**src/rtl/unary_stream_decoder.sv**
```systemverilog
// Counts the ones in a window of 2^BW valid bits of a unary bitstream and
// presents the total on a valid/ready result port.
module unary_stream_decoder #(
    parameter int BW = 8
) (
    input  logic          clk,
    input  logic          rst_n,
    input  logic          start,
    input  logic          in_bit,
    input  logic          in_valid,
    output logic          busy,
    output logic          out_valid,
    input  logic          out_ready,
    output logic [BW:0]   result
);

    typedef enum logic [1:0] {
        IDLE = 2'd0,
        ACC  = 2'd1,
        HOLD = 2'd2
    } state_t;

    // Window closes when the counter reaches 2^BW, i.e. on the 2^BW-th valid bit.
    localparam logic [BW:0] TERMINAL = {1'b1, {BW{1'b0}}};

    state_t        state;
    logic [BW:0]   acc;
    logic [BW:0]   cnt;
    logic [BW:0]   acc_inc;
    logic [BW:0]   cnt_inc;
    logic          last_bit;

    // Both datapaths are BW+1 bits so an all-ones window reaches 2^BW without wrapping.
    assign acc_inc  = acc + {{BW{1'b0}}, in_bit};
    assign cnt_inc  = cnt + {{BW{1'b0}}, 1'b1};
    assign last_bit = in_valid && (cnt_inc == TERMINAL);

    // NOTE: sequential state uses non-blocking assignments only, so every
    // register samples the pre-edge values regardless of statement order.
    always_ff @(posedge clk or negedge rst_n) begin
        if (!rst_n) begin
            state     <= IDLE;
            acc       <= '0;
            cnt       <= '0;
            result    <= '0;
            busy      <= 1'b0;
            out_valid <= 1'b0;
        end else begin
            case (state)
                IDLE: begin
                    if (start) begin
                        acc   <= '0;
                        cnt   <= '0;
                        busy  <= 1'b1;
                        state <= ACC;
                    end
                end

                ACC: begin
                    // Invalid cycles stretch the window; start is ignored here.
                    if (in_valid) begin
                        acc <= acc_inc;
                        cnt <= cnt_inc;
                        if (last_bit) begin
                            result    <= acc_inc;
                            busy      <= 1'b0;
                            out_valid <= 1'b1;
                            state     <= HOLD;
                        end
                    end
                end

                HOLD: begin
                    // Result is frozen until accepted; a same-cycle start chains windows.
                    if (out_ready) begin
                        out_valid <= 1'b0;
                        if (start) begin
                            acc   <= '0;
                            cnt   <= '0;
                            busy  <= 1'b1;
                            state <= ACC;
                        end else begin
                            state <= IDLE;
                        end
                    end
                end

                default: begin
                    busy      <= 1'b0;
                    out_valid <= 1'b0;
                    state     <= IDLE;
                end
            endcase
        end
    end

endmodule

```
**config.mk**
```make
export PLATFORM = sky130hd
export DESIGN_NAME = unary_stream_decoder
export DESIGN_NICKNAME = d
export VERILOG_FILES = /design/src/rtl/unary_stream_decoder.sv
export SDC_FILE = /design/constraint.sdc
export NUM_CORES = 1
export LEC_CHECK = 0
export CORE_MARGIN = 5
export CORE_UTILIZATION = 55
export DETAILED_ROUTE_END_ITERATION = 10
export PLACE_DENSITY_LB_ADDON = 0.3
export RECOVER_POWER = 100
export SLEW_MARGIN = 20
export SYNTH_ARGS = -nofsm -noshare
export SYNTH_HDL_FRONTEND = slang
export SYNTH_SLANG_ARGS = --single-unit
```
**constraint.sdc**
```tcl
create_clock -name clk -period 2.5 [get_ports clk]
set_input_delay 0.375 -clock clk [delete_from_list [all_inputs] [get_ports clk]]
set_output_delay 0.375 -clock clk [all_outputs]
set_load 0.05 [all_outputs]
```
==> results.md, run 1 <==
* Status: complete, no violations
* Die ar. at 4021 um2
* End of the worst hold path: out_valid
* Antenna fix cells at 0
* Post-DR wirelength/cell at 14.66 um
* Routed WL at 2902 um
* Initial antenna violation count at 0
* Pleak at around 0.87 nW
* Total power at 1.194 mW
* Final Non-Filler Cells at 198
* Number of synthesis warnings at 0
* First-iteration detailed-routing DRC count at 52
* GR Overflow Total at 0
* Core area at 2734 um2
* Mapped Cells at 147
* Post-CTS setup buffer count at 0
* Sequential power share at 0.527
* FMAX at 0.5087 GHz
* Layout cells sized above 1 at 0.1796
* CTS max path bufs at 2
* Fin crit period at 1.966 ns
* Worst Setup Start Kind: register
* Clock sinks at 31
* WP data required at roughly 2.1 ns
* RR Endpoint: cnt[4]
* Crit path max fanout at 3
* Routed vias at approximately 1200
* Reg clk slew, reported paths at roughly 0.1 ns
* Post-CTS Resized at 0
* Synth top area cells: dfrtp_1 (49%), o21ai_0 (7.0%), mux2_2 (6.5%), a22o_1 (3.3%), nand2_1 (2.9%)
* Crit-path cells: dlygate4sd3_1
* Largest stage delay on the critical path at 0.88 ns
* Remaining DRCs at 0
* CTS tree: yes
* All-Layer GR Usage at 0.1595
* Port bufs at 16
* Max_cap viols at 0
* DRT antenna net count at 0
* VDD IR max at 0.0005157 V
* Area grow syn2layout at 15.15%
* Hold Violations, Final at 0
* CP arrival at between 1.5 and 2 ns
* Number of global-route vias before repair at 1162
* Root buffer cell: clkbuf_4
* Setup violators final at 0
* Die Y at 63.41 um
* Relative slew slack at 0.5214
* Critical path class: reg -> out
* CP max stage cell: dlygate4sd3_1
* Number of synthesized flops with an enable pin at 0
* Net Sw Power at 382.0 uW
* Hold WC Path Type: reg -> reg
* # rows at 19
* Ys flop type: dfrtp_1
* Min-Delay Startpoint: out_valid
* Gpl congestion at 0.7792
* Top Ports at 17
* Final Net Count at 175
* Synth unique cells at 38
* Mapped cell area at about 1600 um2
* Cell Int Power at roughly 800 uW
* Vias per cell at 5.975
* R2R cell count at 5
* Tcrit/Tclk final at 0.7863
* Power density cells at 661.1 nW/um2
* Die width at 63.41 um
* Router iterations before antenna repair at 4
* Clock Power Share at 0.283
* TritonCTS buffer count at 5
* Setup ws final at 0.5342 ns
* Flops & latches, synth at 31
* Synth top area share at 0.4944
* Htree depth at 2
* Post-synthesis sequential area ratio at 0.4944
* Combinational power share at 0.190
* Initial Utilization at 0.5739
* Synth area leader: dfrtp_1
* Worst r2r src: state[1]
* Pin count of the biggest net entering global routing at 32
* Buf/Inv on CP at 1
* Post-Place Setup Slack at 0.3210 ns
* Setup TNS at 0 ns
* Net Sw Frac at 0.3198
* Worst setup EP type: primary output
* Net Count, Synth at 156
* Worst-Margin Slew at about 0.72 ns
* Async set or reset register ratio after synthesis at 1.000
* Slew Viols, Final at 0
* Syn Area/Cell at approximately 11 um2
* Hold Buf Count CTS at 0
* Dpl cells at 190
* Final core utilization at 0.6609
* Critical Path Stages at 1
* Clock Latency Late Sink at 0.32 ns
* WHS Path Cells at 2
* Final Skew at around 0.0065 ns
* R2R setup slack at 0.54 ns
* RSZ-0062 raised after global routing: no
* First-pass GRT wire length at 5168 um
* Crit path max-delay family: buffers and inverters
* Detailed Place HPWL at 1927 um
==> sequential cells by signal (all words and copies together) (netlist names) <==
register	cells
result	9
out_valid	1
busy	1
acc	9
cnt	9
state	2
==> power groups by stage <==
stage          Clock, mW  Sequential [mW]  Combinational [mW]
6_report           0.338            0.630               0.226
5_1_grt            0.373            0.644               0.262
4_1_cts            0.347            0.628               0.231
3_5_place_dp           0            0.635               0.231
3_3_place_gp           0            0.635               0.220
2_1_floorplan          0            0.602               0.228
==> through the flow <==
step                      instance area [um2]  hold WS [ns]
final                                    1807        0.4836
after global routing                     1807        0.5375
after CTS                                1812        0.4360
after detailed placement                 1739        0.4746
after global placement                   1739        0.4654
after floorplan                          1569       0.07941
==> synth_stat cells (2+ instances only) <==
master,number
nand3_1,6
a22o_1,6
a21o_1,2
and3_1,2
xor2_1,4
clkbuf_2,2
nand4_1,2
xnor2_1,3
inv_1,3
o21ai_0,22
and3_2,2
nor2_4,2
a31oi_1,3
dfrtp_1,31
mux2_2,9
nor2_1,9
a31o_2,2
ha_1,3
nand2_1,12
a21oi_1,4
==> area by class of cell <==
| cell class | instances | area, um2 |
|---|---|---|
| Tap cell | 31 | 38.79 |
| Fill cell | 223 | 927.1 |
| Inverter | 3 | 11.26 |
| Timing Repair Buffer | 19 | 178.9 |
| Sequential cell | 31 | 775.7 |
| Multi-Input combinational cell | 106 | 729.5 |
| Clock inverter | 1 | 7.507 |
| Clock buffer | 7 | 65.06 |
==> routing by layer <==
layer	vias to the layer above	GRT usage	routed length, um
met2	23	0.2462	1365
li1	565	-	-
met5	-	0	0
met4	0	0.05195	31
met1	591	0.2123	1371
met3	4	0.04973	134
==> how the worst max path moves through the flow <==
stage / end / startpoint
6_report: busy / busy
5_1_grt: cnt[4] / state[1]
4_1_cts: busy / busy
3_5_place_dp: result[8] / in_bit
3_3_place_gp: result[8] / in_bit
2_1_floorplan: result[0] / cnt[0]
==> cells in the final DEF (no fill, tap or decap), types with 2 or more instances in the layout <==
master / Yosys / routed
clkdlybuf4s50_1: 0 / 4
mux2_2: 9 / 9
clkbuf_8: 1 / 2
inv_1: 3 / 3
and3_2: 2 / 2
clkbuf_4: 0 / 5
nand4_1: 2 / 2
nand3_1: 6 / 6
o21ai_0: 22 / 22
a31oi_1: 3 / 3
nor2_1: 9 / 9
a31o_2: 2 / 2
a21o_1: 2 / 2
and3_1: 2 / 2
dlygate4sd3_1: 0 / 12
nand2_1: 12 / 12
buf_4: 1 / 2
xnor2_1: 3 / 3
a21oi_1: 4 / 4
a22o_1: 6 / 6
ha_1: 3 / 3
nor2_4: 2 / 2
xor2_1: 4 / 4
dfrtp_1: 31 / 31
==> kinds of logic after synthesis <==
kind of cell | Yosys count | synth area share
buf+inv | 10 | 0.03987
fa+ha+maj | 3 | 0.02393
simple gates | 43 | 0.1603
compound gates | 43 | 0.1715
mux | 10 | 0.07097
xor+xnor | 7 | 0.03908
flops | 31 | 0.4944
Note: power is estimated with default switching activity, not from simulation.
==> inputs of run 2 (changes only) <==
==> constraint.sdc (replaced) <==
create_clock -name clk -period 2 [get_ports clk]
set_input_delay 0.3 -clock clk [delete_from_list [all_inputs] [get_ports clk]]
set_output_delay 0.3 -clock clk [all_outputs]
set_load 0.05 [all_outputs]
==> run 2 against run 1 <==
  * Clock-buffer cell count shrank 1
  * Non-clock buffer count grew 6
  * Critical path depth is the same
  * First-iteration DRC count grew 12%
  * Register-to-register slack lost 0.37 ns
  * Via count grew 0.42%
  * Final cell count grew 3.0%
  * Sequential share of layout area shrank 1.2 points
  * Clock skew grew 0.0012 ns
  * Critical endpoint unchanged
  * Largest cell class unchanged
==> results.md, run 2 (synthesis gave the netlist of run 1 again) <==
* Relative slew slack at 0.4937 (-0.02764)
* Vias per cell at 5.824 (-2.5%)
* VDD IR max at 0.0007876 V (+53%)
* Fin crit period at roughly 1.9 ns
* # rows at 19 (unchanged)
* Area grow syn2layout at 18.50%
* Die ar. at 4021 um2 (unchanged)
* Dpl cells at 196 (+3.2%)
* Hold Buf Count CTS at 0 (unchanged)
* Max_cap viols at 0 (unchanged)
* Initial antenna violation count at 0 (unchanged)
* Buf/Inv on CP at 1 (unchanged)
* Tcrit/Tclk final at 0.9415
* DRT antenna net count at 0 (unchanged)
* Setup TNS at 0 ns (unchanged)
* Reg clk slew, reported paths at 0.10 ns (about the same)
* Routed WL at 3151 um (+8.6%)
* Worst setup EP type: primary output
* CTS max path bufs at 2 (unchanged)
* Post-DR wirelength/cell at 15.45 um (+5.4%)
* Die Y at 63.41 um (unchanged)
* Total power at 1.625 mW (+36%)
* Remaining DRCs at 0 (unchanged)
* Core area at 2734 um2 (unchanged)
* Slew Viols, Final at 0 (unchanged)
* Layout cells sized above 1 at 0.2023 (+0.02267)
* RSZ-0062 raised after global routing: no
* Setup violators final at 0 (unchanged)
* Router iterations before antenna repair at 4 (unchanged)
* Final Net Count at 181 (+3.4%)
* Crit path max-delay family: buffers and inverters
* TritonCTS buffer count at 5 (unchanged)
* All-Layer GR Usage at 0.1782 (+0.01874)
* Final hold slack at 0.4807 ns (-0.002906 ns)
* Most common cell after layout, fill and taps aside: dfrtp_1
* Root buffer cell: clkbuf_4
* Final core utilization at 0.6801 (+0.01922)
* FMAX at 0.5311 GHz
* Detailed Place HPWL at 2068 um (+7.3%)
* Worst-Margin Slew at 0.7594 ns (+0.04145 ns)
* Critical path class: reg -> out
* First-iteration detailed-routing DRC count at 58 (+12%)
* Final Skew at 0.007719 ns (+0.001223 ns)
* Hold Violations, Final at 0 (unchanged)
* Initial Utilization at 0.5739 (unchanged)
* Htree depth at 2 (unchanged)
* Power density cells at 874.2 nW/um2 (+32%)
* Placed cell areas at 1784 um2 (+2.6%)
* Port bufs at 16 (unchanged)
* GR Overflow Total at 0 (unchanged)
* Pleak at 0.9042 nW (+4.1%)
* CP max stage cell: dlygate4sd3_1
* WP data required at 1.70 ns (-0.42 ns)
* Die width at 63.41 um (unchanged)
* Final Non-Filler Cells at 204 (+3.0%)
* Antenna fix cells at 0 (unchanged)
* Routed vias at 1188 (+0.42%)
* Crit path max fanout at 3 (unchanged)
* CTS tree: yes
* Post-CTS setup buffer count at 0 (unchanged)
* CP arrival at 1.58 ns (about the same)
* First-pass GRT wire length at 5623 um (+8.8%)
* Post-Place Setup Slack at -0.01463 ns (-0.3356 ns)
* Clock sinks at 31 (unchanged)
* Largest regs: acc x9, cnt x9, result x9
* Worst Setup Start Kind: register
* Post-route cell area at 1859 um2 (+2.9%)
* Gpl congestion at 0.7874 (+1.1%)
* Fill count at 210 (-5.8%)
* Most frequent cells in the layout: dfrtp_1 (31), o21ai_0 (22), dlygate4sd3_1 (13)
* Clock Latency Late Sink at 0.34 ns (+0.02 ns)
* Largest stage delay on the critical path at 0.87 ns (about the same)
* Hold WC Path Type: reg -> reg
* Setup ws final at 0.1171 ns (-0.4172 ns)
* Post-CTS Resized at 0 (unchanged)
* Number of global-route vias before repair at 1227 (+5.6%)
* Status: complete, no violations
* Pin count of the biggest net entering global routing at 32 (unchanged)
* Top Ports at 17 (unchanged)
* Crit-path cells: dlygate4sd3_1
==> run 2: changes by cell type in the layout (fill, tap and decap cells not counted), sizes merged <==
cell,delta
buf,+4
clkdlybuf4s50,-1
clkinvlp,-1
bufinv,+1
dlygate4sd3,+1
clkinv,+1
clkbuf,+1
==> run 2: final cells by class <==
| cell class | count | area, um2 | area share |
|---|---|---|---|
| Clock inverter | 2 | 35.03 | 0.01884 |
| Clock buffer | 6 | 51.30 | 0.02759 |
| Tap cell | 31 | 38.79 | 0.02086 |
| Multi-Input combinational cell | 106 | 729.5 | 0.3923 |
| Sequential cell | 31 | 775.7 | 0.4172 |
| Timing Repair Buffer | 25 | 217.7 | 0.1171 |
| Inverter | 3 | 11.26 | 0.006057 |
==> run 2: metal layers <==
layer  up-vias  GRT usage  wire length, um
met1       568     0.2205             1445
met5         -          0                0
met2        33     0.2716             1468
met3         6    0.07460              191
li1        581          -                -
met4         0    0.07532               44
==> run 2: worst min-delay path: stages (launching register included) <==
cell     delay, ns
dfrtp_1       0.35
nand2_1       0.04
o21ai_0       0.06
==> run 2: report_power, final <==
part	internal, mW	total (mW)	switching, mW
Combinational	0.133	0.308	0.175
Clock	0.295	0.522	0.227
Sequential	0.693	0.796	0.103
Total	1.12	1.63	0.504
==> run 2: final timing paths <==
kind / from / to / slack [ns] / depth (start not counted)
setup / recovery: busy / busy / 0.12 / 1
hold / removal: out_valid / out_valid / 0.48 / 2
setup reg to reg: cnt[3] / result[3] / 0.17 / 5
hold reg to reg: out_valid / out_valid / 0.48 / 2
max in group asynchronous: rst_n / result[2] / 0.97 / 2
min in group asynchronous: rst_n / cnt[7] / 0.54 / 2
